$ cat src/rtl/dram_cmd_sched_if.sv
// Request/command bundle between the aged request queue, dram_cmd_sched and the DIMM side.
// global_defs carries the request record and the address-field layout shared by every stage.
`timescale 1ns/1ps
package global_defs;
  localparam int ADDR_W = 32;
  localparam int BG_W   = 2;
  localparam int BANK_W = 2;
  localparam int ROW_W  = 16;
  localparam int COL_W  = 10;

  localparam logic [ADDR_W-1:0] column_mask     = 32'h0000_03FF;
  localparam logic [ADDR_W-1:0] bank_mask       = 32'h0000_0C00;
  localparam logic [ADDR_W-1:0] bank_group_mask = 32'h0000_3000;
  localparam logic [ADDR_W-1:0] row_mask        = 32'h3FFF_C000;
  localparam int COLUMN_OFFSET     = 0;
  localparam int BANK_OFFSET       = 10;
  localparam int BANK_GROUP_OFFSET = 12;
  localparam int ROW_OFFSET        = 14;

  localparam logic [1:0] OP_READ   = 2'd0;
  localparam logic [1:0] OP_WRITE  = 2'd1;
  localparam logic [1:0] OP_IFETCH = 2'd2;

  typedef struct packed {
    logic [1:0]        opcode;
    logic [ADDR_W-1:0] address;
  } parser_out_struct;
endpackage

interface dram_cmd_sched_if;
  import global_defs::*;
  // req_valid is a one-cycle strobe with no backpressure: it samples req_in on that edge,
  // and a strobe arriving while the buffer is full with no pop on the same edge is dropped.
  parser_out_struct   req_in;
  logic               req_valid;
  logic               cmd_valid;
  logic [1:0]         cmd;
  logic               cmd_wr;
  logic [BG_W-1:0]    cmd_bg;
  logic [BANK_W-1:0]  cmd_bank;
  logic [ROW_W-1:0]   cmd_row;
  logic [COL_W-1:0]   cmd_col;
  logic               req_done;
  logic               buf_full;
  logic               buf_empty;
  logic [15:0]        drop_count;
  logic [2:0]         state_dbg;

  modport slave (
    input  req_in, req_valid,
    output cmd_valid, cmd, cmd_wr, cmd_bg, cmd_bank, cmd_row, cmd_col,
           req_done, buf_full, buf_empty, drop_count, state_dbg
  );
  modport master (
    output req_in, req_valid,
    input  cmd_valid, cmd, cmd_wr, cmd_bg, cmd_bank, cmd_row, cmd_col,
           req_done, buf_full, buf_empty, drop_count, state_dbg
  );
endinterface

$ cat src/rtl/dram_cmd_sched.sv
// In-order DRAM command scheduler: buffers queue releases, tracks open rows per bank and
// issues PRE/ACT/RD/WR on the half-rate DIMM clock with tRP/tRCD/CL/CWL/tBURST spacing.
`timescale 1ns/1ps
module dram_cmd_sched
  import global_defs::*;
#(
  parameter int IN_DEPTH = 4,
  parameter int T_RP     = 24,
  parameter int T_RCD    = 24,
  parameter int T_CL     = 24,
  parameter int T_CWL    = 20,
  parameter int T_BURST  = 4
) (
  input  logic            CPU_clock,
  input  logic            rst_n,
  dram_cmd_sched_if.slave bus
);

  localparam int PTR_W = (IN_DEPTH > 1) ? $clog2(IN_DEPTH) : 1;
  localparam int CNT_W = $clog2(IN_DEPTH) + 1;
  localparam logic [1:0] CMD_NOP = 2'd0;
  localparam logic [1:0] CMD_ACT = 2'd1;
  localparam logic [1:0] CMD_RW  = 2'd2;
  localparam logic [1:0] CMD_PRE = 2'd3;

  typedef enum logic [2:0] {
    S_IDLE, S_DECODE, S_PRE, S_WAIT_RP, S_ACT, S_WAIT_RCD, S_RW, S_WAIT_DATA
  } state_e;

  state_e             r_state, w_state_nxt;
  logic               r_phase;
  logic [7:0]         r_cnt, w_cnt_nxt;

  parser_out_struct   r_buf [IN_DEPTH];
  logic [PTR_W-1:0]   r_wr_ptr, r_rd_ptr;
  logic [CNT_W-1:0]   r_count, w_count_nxt;
  logic               r_buf_full, r_buf_empty;
  logic [15:0]        r_drop_count;

  logic               r_wr;
  logic [BG_W-1:0]    r_bg;
  logic [BANK_W-1:0]  r_bank;
  logic [ROW_W-1:0]   r_row;
  logic [COL_W-1:0]   r_col;

  logic [15:0]        r_ot_valid;
  logic [ROW_W-1:0]   r_ot_row [16];

  logic               r_cmd_valid, r_cmd_wr, r_req_done;
  logic [1:0]         r_cmd;
  logic [BG_W-1:0]    r_cmd_bg;
  logic [BANK_W-1:0]  r_cmd_bank;
  logic [ROW_W-1:0]   r_cmd_row;
  logic [COL_W-1:0]   r_cmd_col;

  logic               w_tick, w_full, w_pop, w_push, w_drop;
  logic [3:0]         w_idx;
  logic               w_open, w_hit;
  logic [1:0]         w_cmd_nxt;
  logic               w_done_nxt;
  parser_out_struct   w_head;

  // A DIMM tick is the CPU edge that closes the second half of a DIMM cycle.
  assign w_tick  = r_phase;
  assign w_full  = (r_count == CNT_W'(IN_DEPTH));
  assign w_pop   = w_tick && (r_state == S_IDLE) && (r_count != '0);
  assign w_push  = bus.req_valid && (!w_full || w_pop);
  assign w_drop  = bus.req_valid && w_full && !w_pop;
  assign w_count_nxt = r_count + CNT_W'(w_push) - CNT_W'(w_pop);
  assign w_head  = r_buf[r_rd_ptr];

  assign w_idx   = {r_bg, r_bank};
  assign w_open  = r_ot_valid[w_idx];
  assign w_hit   = w_open && (r_ot_row[w_idx] == r_row);

  always_ff @(posedge CPU_clock) begin
    if (w_push) r_buf[r_wr_ptr] <= bus.req_in;
  end

  always_ff @(posedge CPU_clock or negedge rst_n) begin
    if (!rst_n) begin
      r_wr_ptr     <= '0;
      r_rd_ptr     <= '0;
      r_count      <= '0;
      r_buf_full   <= 1'b0;
      r_buf_empty  <= 1'b1;
      r_drop_count <= '0;
    end else begin
      if (w_push) r_wr_ptr <= r_wr_ptr + 1'b1;
      if (w_pop)  r_rd_ptr <= r_rd_ptr + 1'b1;
      r_count     <= w_count_nxt;
      r_buf_full  <= (w_count_nxt == CNT_W'(IN_DEPTH));
      r_buf_empty <= (w_count_nxt == '0);
      if (w_drop && (r_drop_count != 16'hFFFF)) r_drop_count <= r_drop_count + 16'd1;
    end
  end

  // Wait states exit one tick early so the next command lands exactly T ticks after the last.
  always_comb begin
    w_state_nxt = r_state;
    w_cnt_nxt   = r_cnt;
    w_cmd_nxt   = CMD_NOP;
    w_done_nxt  = 1'b0;
    if (w_tick) begin
      unique case (r_state)
        S_IDLE:     if (r_count != '0) w_state_nxt = S_DECODE;
        S_DECODE: begin
          if (w_hit)        w_state_nxt = S_RW;
          else if (!w_open) w_state_nxt = S_ACT;
          else              w_state_nxt = S_PRE;
        end
        S_PRE: begin
          w_cmd_nxt   = CMD_PRE;
          w_cnt_nxt   = 8'(T_RP - 1);
          w_state_nxt = S_WAIT_RP;
        end
        S_WAIT_RP: begin
          if (r_cnt <= 8'd1) w_state_nxt = S_ACT;
          else               w_cnt_nxt   = r_cnt - 8'd1;
        end
        S_ACT: begin
          w_cmd_nxt   = CMD_ACT;
          w_cnt_nxt   = 8'(T_RCD - 1);
          w_state_nxt = S_WAIT_RCD;
        end
        S_WAIT_RCD: begin
          if (r_cnt <= 8'd1) w_state_nxt = S_RW;
          else               w_cnt_nxt   = r_cnt - 8'd1;
        end
        S_RW: begin
          w_cmd_nxt   = CMD_RW;
          w_cnt_nxt   = r_wr ? 8'(T_CWL + T_BURST - 1) : 8'(T_CL + T_BURST - 1);
          w_state_nxt = S_WAIT_DATA;
        end
        S_WAIT_DATA: begin
          if (r_cnt == 8'd0) begin
            w_done_nxt  = 1'b1;
            w_state_nxt = S_IDLE;
          end else begin
            w_cnt_nxt = r_cnt - 8'd1;
          end
        end
        default: w_state_nxt = S_IDLE;
      endcase
    end
  end

  always_ff @(posedge CPU_clock or negedge rst_n) begin
    if (!rst_n) begin
      r_state    <= S_IDLE;
      r_phase    <= 1'b0;
      r_cnt      <= '0;
      r_wr       <= 1'b0;
      r_bg       <= '0;
      r_bank     <= '0;
      r_row      <= '0;
      r_col      <= '0;
      r_ot_valid <= '0;
      for (int i = 0; i < 16; i++) r_ot_row[i] <= '0;
    end else begin
      r_phase <= ~r_phase;
      r_state <= w_state_nxt;
      r_cnt   <= w_cnt_nxt;
      if (w_pop) begin
        r_wr   <= (w_head.opcode == OP_WRITE);
        r_bg   <= BG_W'((w_head.address & bank_group_mask) >> BANK_GROUP_OFFSET);
        r_bank <= BANK_W'((w_head.address & bank_mask) >> BANK_OFFSET);
        r_row  <= ROW_W'((w_head.address & row_mask) >> ROW_OFFSET);
        r_col  <= COL_W'((w_head.address & column_mask) >> COLUMN_OFFSET);
      end
      if (w_cmd_nxt == CMD_PRE) r_ot_valid[w_idx] <= 1'b0;
      if (w_cmd_nxt == CMD_ACT) begin
        r_ot_valid[w_idx] <= 1'b1;
        r_ot_row[w_idx]   <= r_row;
      end
    end
  end

  always_ff @(posedge CPU_clock or negedge rst_n) begin
    if (!rst_n) begin
      r_cmd_valid <= 1'b0;
      r_cmd       <= CMD_NOP;
      r_cmd_wr    <= 1'b0;
      r_cmd_bg    <= '0;
      r_cmd_bank  <= '0;
      r_cmd_row   <= '0;
      r_cmd_col   <= '0;
      r_req_done  <= 1'b0;
    end else begin
      r_cmd_valid <= (w_cmd_nxt != CMD_NOP);
      r_cmd       <= w_cmd_nxt;
      r_req_done  <= w_done_nxt;
      if (w_cmd_nxt != CMD_NOP) begin
        r_cmd_bg   <= r_bg;
        r_cmd_bank <= r_bank;
      end
      if (w_cmd_nxt == CMD_ACT) r_cmd_row <= r_row;
      if (w_cmd_nxt == CMD_RW) begin
        r_cmd_col <= r_col;
        r_cmd_wr  <= r_wr;
      end
    end
  end

  assign bus.cmd_valid  = r_cmd_valid;
  assign bus.cmd        = r_cmd;
  assign bus.cmd_wr     = r_cmd_wr;
  assign bus.cmd_bg     = r_cmd_bg;
  assign bus.cmd_bank   = r_cmd_bank;
  assign bus.cmd_row    = r_cmd_row;
  assign bus.cmd_col    = r_cmd_col;
  assign bus.req_done   = r_req_done;
  assign bus.buf_full   = r_buf_full;
  assign bus.buf_empty  = r_buf_empty;
  assign bus.drop_count = r_drop_count;
  assign bus.state_dbg  = r_state;

endmodule

$ cat src/flat_wrapper.sv
// flat-port wrapper written by rule: the top's interface ports become plain ports
module dram_cmd_sched_flat import global_defs::*;
#(
  parameter int IN_DEPTH = 4,
  parameter int T_RP     = 24,
  parameter int T_RCD    = 24,
  parameter int T_CL     = 24,
  parameter int T_CWL    = 20,
  parameter int T_BURST  = 4
)
  (CPU_clock, rst_n, bus_req_in, bus_req_valid, bus_cmd_valid, bus_cmd, bus_cmd_wr, bus_cmd_bg, bus_cmd_bank, bus_cmd_row, bus_cmd_col, bus_req_done, bus_buf_full, bus_buf_empty, bus_drop_count, bus_state_dbg);
  dram_cmd_sched_if bus_i ();
  input  logic CPU_clock;
  input  logic rst_n;
  input wire logic [$bits(bus_i.req_in)-1:0] bus_req_in;
  input wire logic [$bits(bus_i.req_valid)-1:0] bus_req_valid;
  output wire logic [$bits(bus_i.cmd_valid)-1:0] bus_cmd_valid;
  output wire logic [$bits(bus_i.cmd)-1:0] bus_cmd;
  output wire logic [$bits(bus_i.cmd_wr)-1:0] bus_cmd_wr;
  output wire logic [$bits(bus_i.cmd_bg)-1:0] bus_cmd_bg;
  output wire logic [$bits(bus_i.cmd_bank)-1:0] bus_cmd_bank;
  output wire logic [$bits(bus_i.cmd_row)-1:0] bus_cmd_row;
  output wire logic [$bits(bus_i.cmd_col)-1:0] bus_cmd_col;
  output wire logic [$bits(bus_i.req_done)-1:0] bus_req_done;
  output wire logic [$bits(bus_i.buf_full)-1:0] bus_buf_full;
  output wire logic [$bits(bus_i.buf_empty)-1:0] bus_buf_empty;
  output wire logic [$bits(bus_i.drop_count)-1:0] bus_drop_count;
  output wire logic [$bits(bus_i.state_dbg)-1:0] bus_state_dbg;
  assign bus_i.req_in = bus_req_in;
  assign bus_i.req_valid = bus_req_valid;
  assign bus_cmd_valid = bus_i.cmd_valid;
  assign bus_cmd = bus_i.cmd;
  assign bus_cmd_wr = bus_i.cmd_wr;
  assign bus_cmd_bg = bus_i.cmd_bg;
  assign bus_cmd_bank = bus_i.cmd_bank;
  assign bus_cmd_row = bus_i.cmd_row;
  assign bus_cmd_col = bus_i.cmd_col;
  assign bus_req_done = bus_i.req_done;
  assign bus_buf_full = bus_i.buf_full;
  assign bus_buf_empty = bus_i.buf_empty;
  assign bus_drop_count = bus_i.drop_count;
  assign bus_state_dbg = bus_i.state_dbg;
  dram_cmd_sched #(.IN_DEPTH(IN_DEPTH), .T_RP(T_RP), .T_RCD(T_RCD), .T_CL(T_CL), .T_CWL(T_CWL), .T_BURST(T_BURST)) u_core (.CPU_clock(CPU_clock), .rst_n(rst_n), .bus(bus_i));
endmodule
$ cat config.mk
export PLATFORM = sky130hd
export DESIGN_NAME = dram_cmd_sched_flat
export DESIGN_NICKNAME = d
export VERILOG_FILES = /design/src/rtl/dram_cmd_sched_if.sv /design/src/rtl/dram_cmd_sched.sv /design/src/flat_wrapper.sv
export SDC_FILE = /design/constraint.sdc
export NUM_CORES = 1
export LEC_CHECK = 0
export ABC_CLOCK_PERIOD_IN_PS = 7700
export CAP_MARGIN = 10
export CORE_UTILIZATION = 50
export CTS_CLUSTER_DIAMETER = 60
export DETAILED_ROUTE_END_ITERATION = 6
export PLACE_DENSITY = 0.68
export RECOVER_POWER = 25
export SLEW_MARGIN = 40
export SYNTH_ARGS = -nofsm -noshare
export SYNTH_HDL_FRONTEND = slang
export SYNTH_SLANG_ARGS = --single-unit
$ cat constraint.sdc
create_clock -name CPU_clock -period 7.7 [get_ports CPU_clock]
set_input_delay 1.925 -clock CPU_clock [delete_from_list [all_inputs] [get_ports CPU_clock]]
set_output_delay 1.925 -clock CPU_clock [all_outputs]
set_load 0.005 [all_outputs]
==> results of run 1 <==
## synthesized netlist by cell type, types with 4 or more instances
| cell | instances |
|---|---|
| nor2b_1 | 5 |
| nand3_1 | 8 |
| a21oi_1 | 15 |
| mux2i_1 | 51 |
| nor2_1 | 24 |
| o21a_1 | 4 |
| or3_1 | 4 |
| dfrtp_1 | 374 |
| and2_1 | 6 |
| edfxtp_1 | 128 |
| clkbuf_1 | 49 |
| inv_1 | 16 |
| mux4_2 | 86 |
| o21ai_0 | 18 |
| and3_1 | 8 |
| buf_2 | 31 |
| ha_1 | 9 |
| nand4_1 | 4 |
| nand2_1 | 111 |
| buf_4 | 6 |
| xnor2_1 | 33 |
| mux2_2 | 296 |
| buf_1 | 9 |
| and4_1 | 4 |
| nand2_2 | 4 |
| a22oi_1 | 9 |
| nor3_1 | 13 |
| xor2_1 | 18 |
| a31oi_1 | 6 |
## cell families (layout without fill, tap and decap cells)
family          after synthesis  count (layout)  synth area share (%)
mux                         433             433                  26.7
other cells                   0               2                     0
xor+xnor                     51              51                  2.07
buf+inv                     115             230                  2.32
fa+ha+maj                    10              10                 0.614
flops                       503             503                  61.2
simple gates                212             212                  4.71
compound gates               74              74                  2.33
## cell usage in the layout (no fill, tap or decap), types with 4 or more instances in the layout
cell type,instances
dfrtp_1,369
mux2_2,296
edfxtp_1,128
nand2_1,109
mux4_2,86
clkdlybuf4s50_1,57
mux2i_1,51
clkbuf_16,51
xnor2_1,33
dlygate4sd3_1,32
buf_4,27
nor2_1,23
o21ai_0,19
xor2_1,18
inv_1,16
a21oi_1,15
nor3_1,13
clkbuf_1,13
a22oi_1,9
ha_1,9
clkinv_2,9
nand3_1,8
and3_1,8
clkinv_1,8
a31oi_1,6
and2_1,6
nand2_2,6
clkbuf_8,5
nor2b_1,4
or3_1,4
o21a_1,4
nand4_1,4
and4_1,4
dfrtp_2,4
## worst max-delay path, stage by stage, from the launching register on
cell and delay (ns):
dfrtp_1 0.54, o21ai_0 0.89, clkinvlp_2 0.83, nand2_1 0.37, inv_2 0.16, nand2_2 0.42, nor2_1 0.16, nand2_2 0.49
mux2_2 0.42
## metrics by stage
stage | hold WS (ns) | setup WS [ns]
2_1_floorplan | 0.440 | 4.13
3_3_place_gp | 0.456 | 3.71
3_5_place_dp | 0.462 | 3.68
4_1_cts | 0.477 | 3.94
5_1_grt | 0.498 | 2.93
6_report | 0.474 | 3.30
## metal layers
| metal | vias to the layer above | global-route usage (%) |
|---|---|---|
| met5 | - | 0 |
| met4 | 4 | 6.72 |
| met3 | 69 | 3.62 |
| met2 | 190 | 33.3 |
| met1 | 6171 | 29.7 |
| li1 | 5289 | - |
## final timing paths
kind | depth (start not counted) | slack (ns) | endpoint
hold reg to reg | 2 | 0.47 | u_core.bus.cmd_row[13]
setup reg to reg | 8 | 3.30 | u_core.r_ot_row[164]
min in group asynchronous | 1 | 2.03 | u_core.bus.cmd_row[1]
hold / removal | 2 | 0.47 | u_core.bus.cmd_row[13]
max in group asynchronous | 4 | 3.41 | u_core.bus.buf_empty
setup / recovery | 8 | 3.30 | u_core.r_ot_row[164]
## state kept, by name (all words and copies together), names as in the netlist, 2 cells and up, named ones only
signal	flops
u_core.bus.cmd	2
u_core.bus.cmd_bank	2
u_core.bus.cmd_bg	2
u_core.bus.cmd_col	10
u_core.bus.cmd_row	16
u_core.bus.drop_count	16
u_core.bus.state_dbg	3
u_core.r_bank	2
u_core.r_bg	2
u_core.r_buf	128
u_core.r_cnt	8
u_core.r_col	10
u_core.r_count	3
u_core.r_ot_row	256
u_core.r_rd_ptr	2
u_core.r_row	16
u_core.r_wr_ptr	2
## layout make-up
cell class	count	area share, %
timing repair buffer	122	4.81
multi-input combinational	780	32.0
clock inverter	22	0.715
clock buffer	67	5.62
tap	577	2.93
antenna	2	0.0203
sequential	503	53.6
inverter	19	0.294
## power breakdown
part           internal, uW  switching [uW]  leakage [uW]
registers              2930            64.6       0.00621
clock network          1330            1000      0.000771
logic                   154             220       0.00402
==> impl_results.md, run 1 <==
- Status: finished with violations
- Failing checks: capacitance limit, slew limit
- Multi-input gate area: between 7000 and 8000 um2
- Clk sink count: 503
- Clock slew at reported path FFs: approximately 0.06 ns
- Hpwl dp: ~27000 um
- Syn nets: 1445
- Layout cells sized above 1: around 34%
- CP Capture Type: register
- Remaining Overflow, GRT: 0
- Vias per cell: around 5.6
- Placed Cells: 2000
- LEAKAGE: between 0.01 and 0.015 uW
- DRT antenna net count: 0
- Main synth FF type: dfrtp_1
- Sequential share of the synthesized area: about three fifths
- Asr flop ratio synth: roughly three quarters
- Relative slew slack: -55.2%
- Setup crit start: u_core.bus.state_dbg[1]
- Via count: ~12000
- Final cell count without fillers: about 2100
- DR iter-0 viols: slightly above 600
- Rows: 75
- R2R Path Start: u_core.bus.state_dbg[1]
- Post-CTS Hold Fix Bufs: 0
- CP Max Fanout: 20
- Core area: about 42000 um2
- Setup TNS: 0 ns
- Ys Warns: 0
- Largest net degree at the start of global routing: 112
- Clk buf depth: 3
- Vias in the first global route: around 12000
- IO buf count: 90
- # fillers: roughly 3300
- Final worst path period need: 4.40 ns
- Post-CTS Setup Bufs: 0
- Most area-hungry cell type in the Yosys netlist: dfrtp_1
- Min-Delay Startpoint: u_core.bus.cmd_row[13]
- Crit start category: register
- WL final: around 44000 um
- Initial core utilization: between 50 and 60%
- Worst min-delay path class: register to register
- Final setup fails: 0
- Met2 Wirelength: 21000 um
- Syn Inst Count: 1398
- Area contributors post-synth: dfrtp_1 43%, edfxtp_1 18%, mux2_2 15%
- Die height: 210 um
- Post-layout util: between 50% and 60%
- PostCTS Resize Cnt: 0
- Met3 wire length: approximately 1600 um
- CTS tree: built
- Final #Nets: between 1500 and 2000
- DRT Pass-1 Iters: 4
- Width of the die: 210 um
- Synth cell types: 62
- Placed cell area: about 23000 um2
- Share of the synthesized area in the top cell type: about 43%
- Number of synthesized register bits: 503
- Area growth syn-to-layout: 14.2%
- Setup CP Type: register to register
- Final clock skew: 0.0218 ns
- Clock Latency Late Sink: about 0.6 ns
- Maxcap violations: 2
- PD cells: 231 nW/um2
- Max Freq: ~230 MHz
- Post-Layout Inst Area: 24700 um2
- Tot Pwr: approximately 5700 uW
- Post-synth EDFFs: 128
- First-pass GRT wire length: a little over 70000 um
- Initial antenna violation count: 4
- Req. time, crit path: 8.17 ns
- Mapped Area: roughly 22000 um2
- Synthesized area per cell: roughly 15 um2
- Slew Viols, Final: 78
- WL/cell: 21.3 um
- Sequential Area: around 13000 um2
- IO Pins: 93
- DRC violations left: 0
- Final hold violation count: 0
- H-tree depth: 2
- WL met1: ~21000 um
- Total GRT Usage: 21.0%
- Final period utilization: 57.1%
- CTS Buf Count: 51
- Global placement routability congestion: between 0.7 and 0.8
- Root Buffer: clkbuf_16
- Worst-margin pin slew: 2.33 ns
- Max VDD drop: 0.000201 V
- RSZ-0062 raised after global routing: no
- Arrival @ worst endpoint: 4.87 ns
- Top Metal Used: met5
- Full die area: between 40000 and 50000 um2
Note: power is estimated with default switching activity, not from simulation.
==> inputs of run 2 (changes only) <==
--- a/config.mk
+++ b/config.mk
@@ -5,7 +5,7 @@
 export SDC_FILE = /design/constraint.sdc
 export NUM_CORES = 1
 export LEC_CHECK = 0
-export ABC_CLOCK_PERIOD_IN_PS = 7700
+export ABC_CLOCK_PERIOD_IN_PS = 4600
 export CAP_MARGIN = 10
 export CORE_UTILIZATION = 50
 export CTS_CLUSTER_DIAMETER = 60
==> constraint.sdc (replaced) <==
create_clock -name CPU_clock -period 4.6 [get_ports CPU_clock]
set_input_delay 1.15 -clock CPU_clock [delete_from_list [all_inputs] [get_ports CPU_clock]]
set_output_delay 1.15 -clock CPU_clock [all_outputs]
set_load 0.005 [all_outputs]
==> run 2 against run 1 <==
Effect of this change: sequential cell count is the same; register-to-register slack worse by 1.9 ns; sequential share of layout area fell by 0.93 points; critical endpoint is now u_core.bus.cmd[1]; the run still ends with capacitance limit, slew limit left; sequential power increased by 68%; clock skew is 0.0028 ns lower; non-clock buffer count rose by 20; design area is 1.8% higher; power increased by 78%; first-iteration DRC count increased by 19%; core utilization is 1.0 points higher.
==> impl_results.md, run 2 (synthesized netlist as in run 1, its figures left out) <==
- Die height: 210 um (unchanged)
- H-tree depth: 2 (unchanged)
- WL/cell: 21.9 um (+2.9%)
- DRC violations left: 0 (unchanged)
- Maxcap violations: 1 (-1)
- Largest regs: u_core.r_ot_row (256), u_core.r_buf (128)
- CP Capture Type: async pin
- First-pass GRT wire length: 74200 um (+5.1%)
- Layout cells sized above 1: 35.3% (+1.6 points)
- CP Cell Sequence: clkbuf_1 > buf_16 > buf_4
- Slew Viols, Final: 43 (-45%)
- CTS tree: built
- Critical path's slowest cell: clkbuf_1
- Placed cell area: 23300 um2 (+0.70%)
- R2R Path Start: u_core.r_bank[0]
- IO buf count: 90 (unchanged)
- Hold EP: u_core.bus.cmd_row[0]
- Area growth syn-to-layout: 16.2%
- Post-CTS Setup Bufs: 0 (unchanged)
- Via count: 11913 (+1.6%)
- IO Pins: 93 (unchanged)
- Top Metal Used: met5
- Initial antenna violation count: 2 (-2)
- Final setup fails: 0 (unchanged)
- WL met1: 21400 um (+2.8%)
- Min Hold Slack: 0.470 ns (-0.00313 ns)
- Status: finished with violations
- Sequential Area: 13200 um2 (about the same)
- Max reg flops: 256 (unchanged)
- Met2 Wirelength: 22000 um (+4.8%)
- Req. time, crit path: 5.33 ns (-2.84 ns)
- Vias in the first global route: 12522 (+2.2%)
- Tot Pwr: 10100 uW (+78%)
- Multi-input gate area: 7890 um2 (about the same)
- Power share of the combinational group: 6.3% (-0.3 points)
- Largest net degree at the start of global routing: 74 (-34%)
- Most frequent cells in the layout: 370 x dfrtp_1, 296 x mux2_2, 128 x edfxtp_1, 111 x nand2_1, 86 x mux4_2
- Global placement routability congestion: 0.812 (+1.6%)
- Crit-path max cell delay: 1.89 ns (+1.00 ns)
- Root Buffer: clkbuf_16
- Remaining Overflow, GRT: 0 (unchanged)
- RSZ-0062 raised after global routing: no
- DRT Pass-1 Iters: 7 (+3)
- # fillers: 3232 (-2.0%)
- LEAKAGE: 0.0112 uW (+2.1%)
- Full die area: 44100 um2 (unchanged)
- DR iter-0 viols: 743 (+19%)
- PD cells: 403 nW/um2 (+75%)
- Critical path depth: 3 (-5)
- Clk sink count: 503 (unchanged)
- Met3 wire length: 2000 um (+25%)
- Initial core utilization: 51.1% (unchanged)
- Antenna Cells: 0 (-2)
- Max Freq: around 310 MHz
- Core area: 42300 um2 (unchanged)
- Reg-to-Reg End: u_core.bus.state_dbg[2]
- Arrival @ worst endpoint: 3.97 ns (-0.90 ns)
- Pint: 7860 uW (+78%)
- Failing checks: capacitance limit, slew limit
- WL final: 46300 um (+4.2%)
- Biggest register: u_core.r_ot_row
- PostCTS Resize Cnt: 0 (unchanged)
- CP Max Fanout: 73 (+270%)
- Final worst path period need: between 3 and 4 ns
- Hpwl dp: 29200 um (+8.5%)
- Sequential Power Share: 49.5% (-3.0 points)
- Max VDD drop: 0.000361 V (+79%)
- Critical path buffers and inverters: 3 (+1)
- Clk pwr share: 44.2% (+3.3 points)
- Flop-to-flop setup slack: 1.41 ns (-1.89 ns)
- Pre-CTS setup slack: 1.32 ns (-2.36 ns)
- Clk buf depth: 3 (unchanged)
- Hold Crit Depth: 2 (unchanged)
- Switching share of power: 22.4% (-0.25 points)
- Worst r2r path cells: 8 (unchanged)
- Setup WS post-layout: 1.36 ns (-1.94 ns)
- Clock Latency Late Sink: 0.61 ns (about the same)
- Final hold violation count: 0 (unchanged)
- Post-CTS Hold Fix Bufs: 0 (unchanged)
- Total GRT Usage: 22.1% (+1.1 points)
- Final clock skew: 0.0190 ns (-0.00282 ns)
- Most common cell after layout, fill and taps aside: dfrtp_1
- Setup TNS: 0 ns (unchanged)
- Setup CP Type: input port to async pin
- Rows: 75 (unchanged)
- Final period utilization: 70.4%
- CP top delay family: buffers and inverters
- Clock slew at reported path FFs: 0.06 ns (about the same)
- Worst min-delay path class: register to register
- DRT antenna net count: 0 (unchanged)
- Crit start category: input port
- Relative slew slack: -82.1% (-27 points)
- Worst-margin pin slew: 2.73 ns (+0.404 ns)
- Min-Delay Startpoint: u_core.bus.cmd_row[0]
- Net switching power figure: 2270 uW (+76%)
- Vias per cell: 5.62 (+0.33%)
- Post-Layout Inst Area: 25100 um2 (+1.8%)
- Width of the die: 210 um (unchanged)
- CTS Buf Count: 52 (+2.0%)
- Final #Nets: 1545 (+1.4%)
## run 2: tightest hold or removal path: stages, from the launching register on
cell     delay [ns]
dfrtp_1        0.34
nand2_1        0.05
nand2_1        0.05
## run 2: layout make-up
type | instances | share of cell area, %
tap | 577 | 2.87
timing repair buffer | 142 | 5.33
sequential | 503 | 52.7
inverter | 19 | 0.289
multi-input combinational | 780 | 31.4
clock inverter | 19 | 1.15
clock buffer | 79 | 6.23
## run 2: power groups by stage
stage / registers (uW) / logic, uW / clock network (uW)
floorplan: 5060 / 353 / 0
finish: 5010 / 637 / 4480
global placement: 5080 / 634 / 0
global route: 5030 / 709 / 4790
CTS: 5020 / 658 / 4590
detailed placement: 5100 / 655 / 0
## run 2: layer usage
metal / global-route usage, % / vias to the layer above
li1: - / 5368
met2: 34.5 / 214
met4: 6.14 / 4
met5: 0 / -
met1: 31.7 / 6266
met3: 4.46 / 61
## run 2: worst max path at each step
stage / start / end / slack, ns
floorplan: u_core.bus.state_dbg[2] / u_core.bus.buf_full / 1.76
global placement: bus_req_valid / u_core.r_buf[1][18] / 1.38
detailed placement: bus_req_valid / u_core.bus.buf_full / 1.32
CTS: u_core.r_bank[0] / u_core.bus.state_dbg[2] / 1.35
global route: rst_n / u_core.r_ot_row[163] / 0.78
finish: rst_n / u_core.bus.cmd[1] / 1.36
## run 2: through the flow
step                      utilization [%]  cells
after detailed placement             55.0   2021
final                                59.3   2119
after global routing                 59.3   2119
after global placement               54.9   2020
after floorplan                         -   1398
after CTS                            59.4   2119
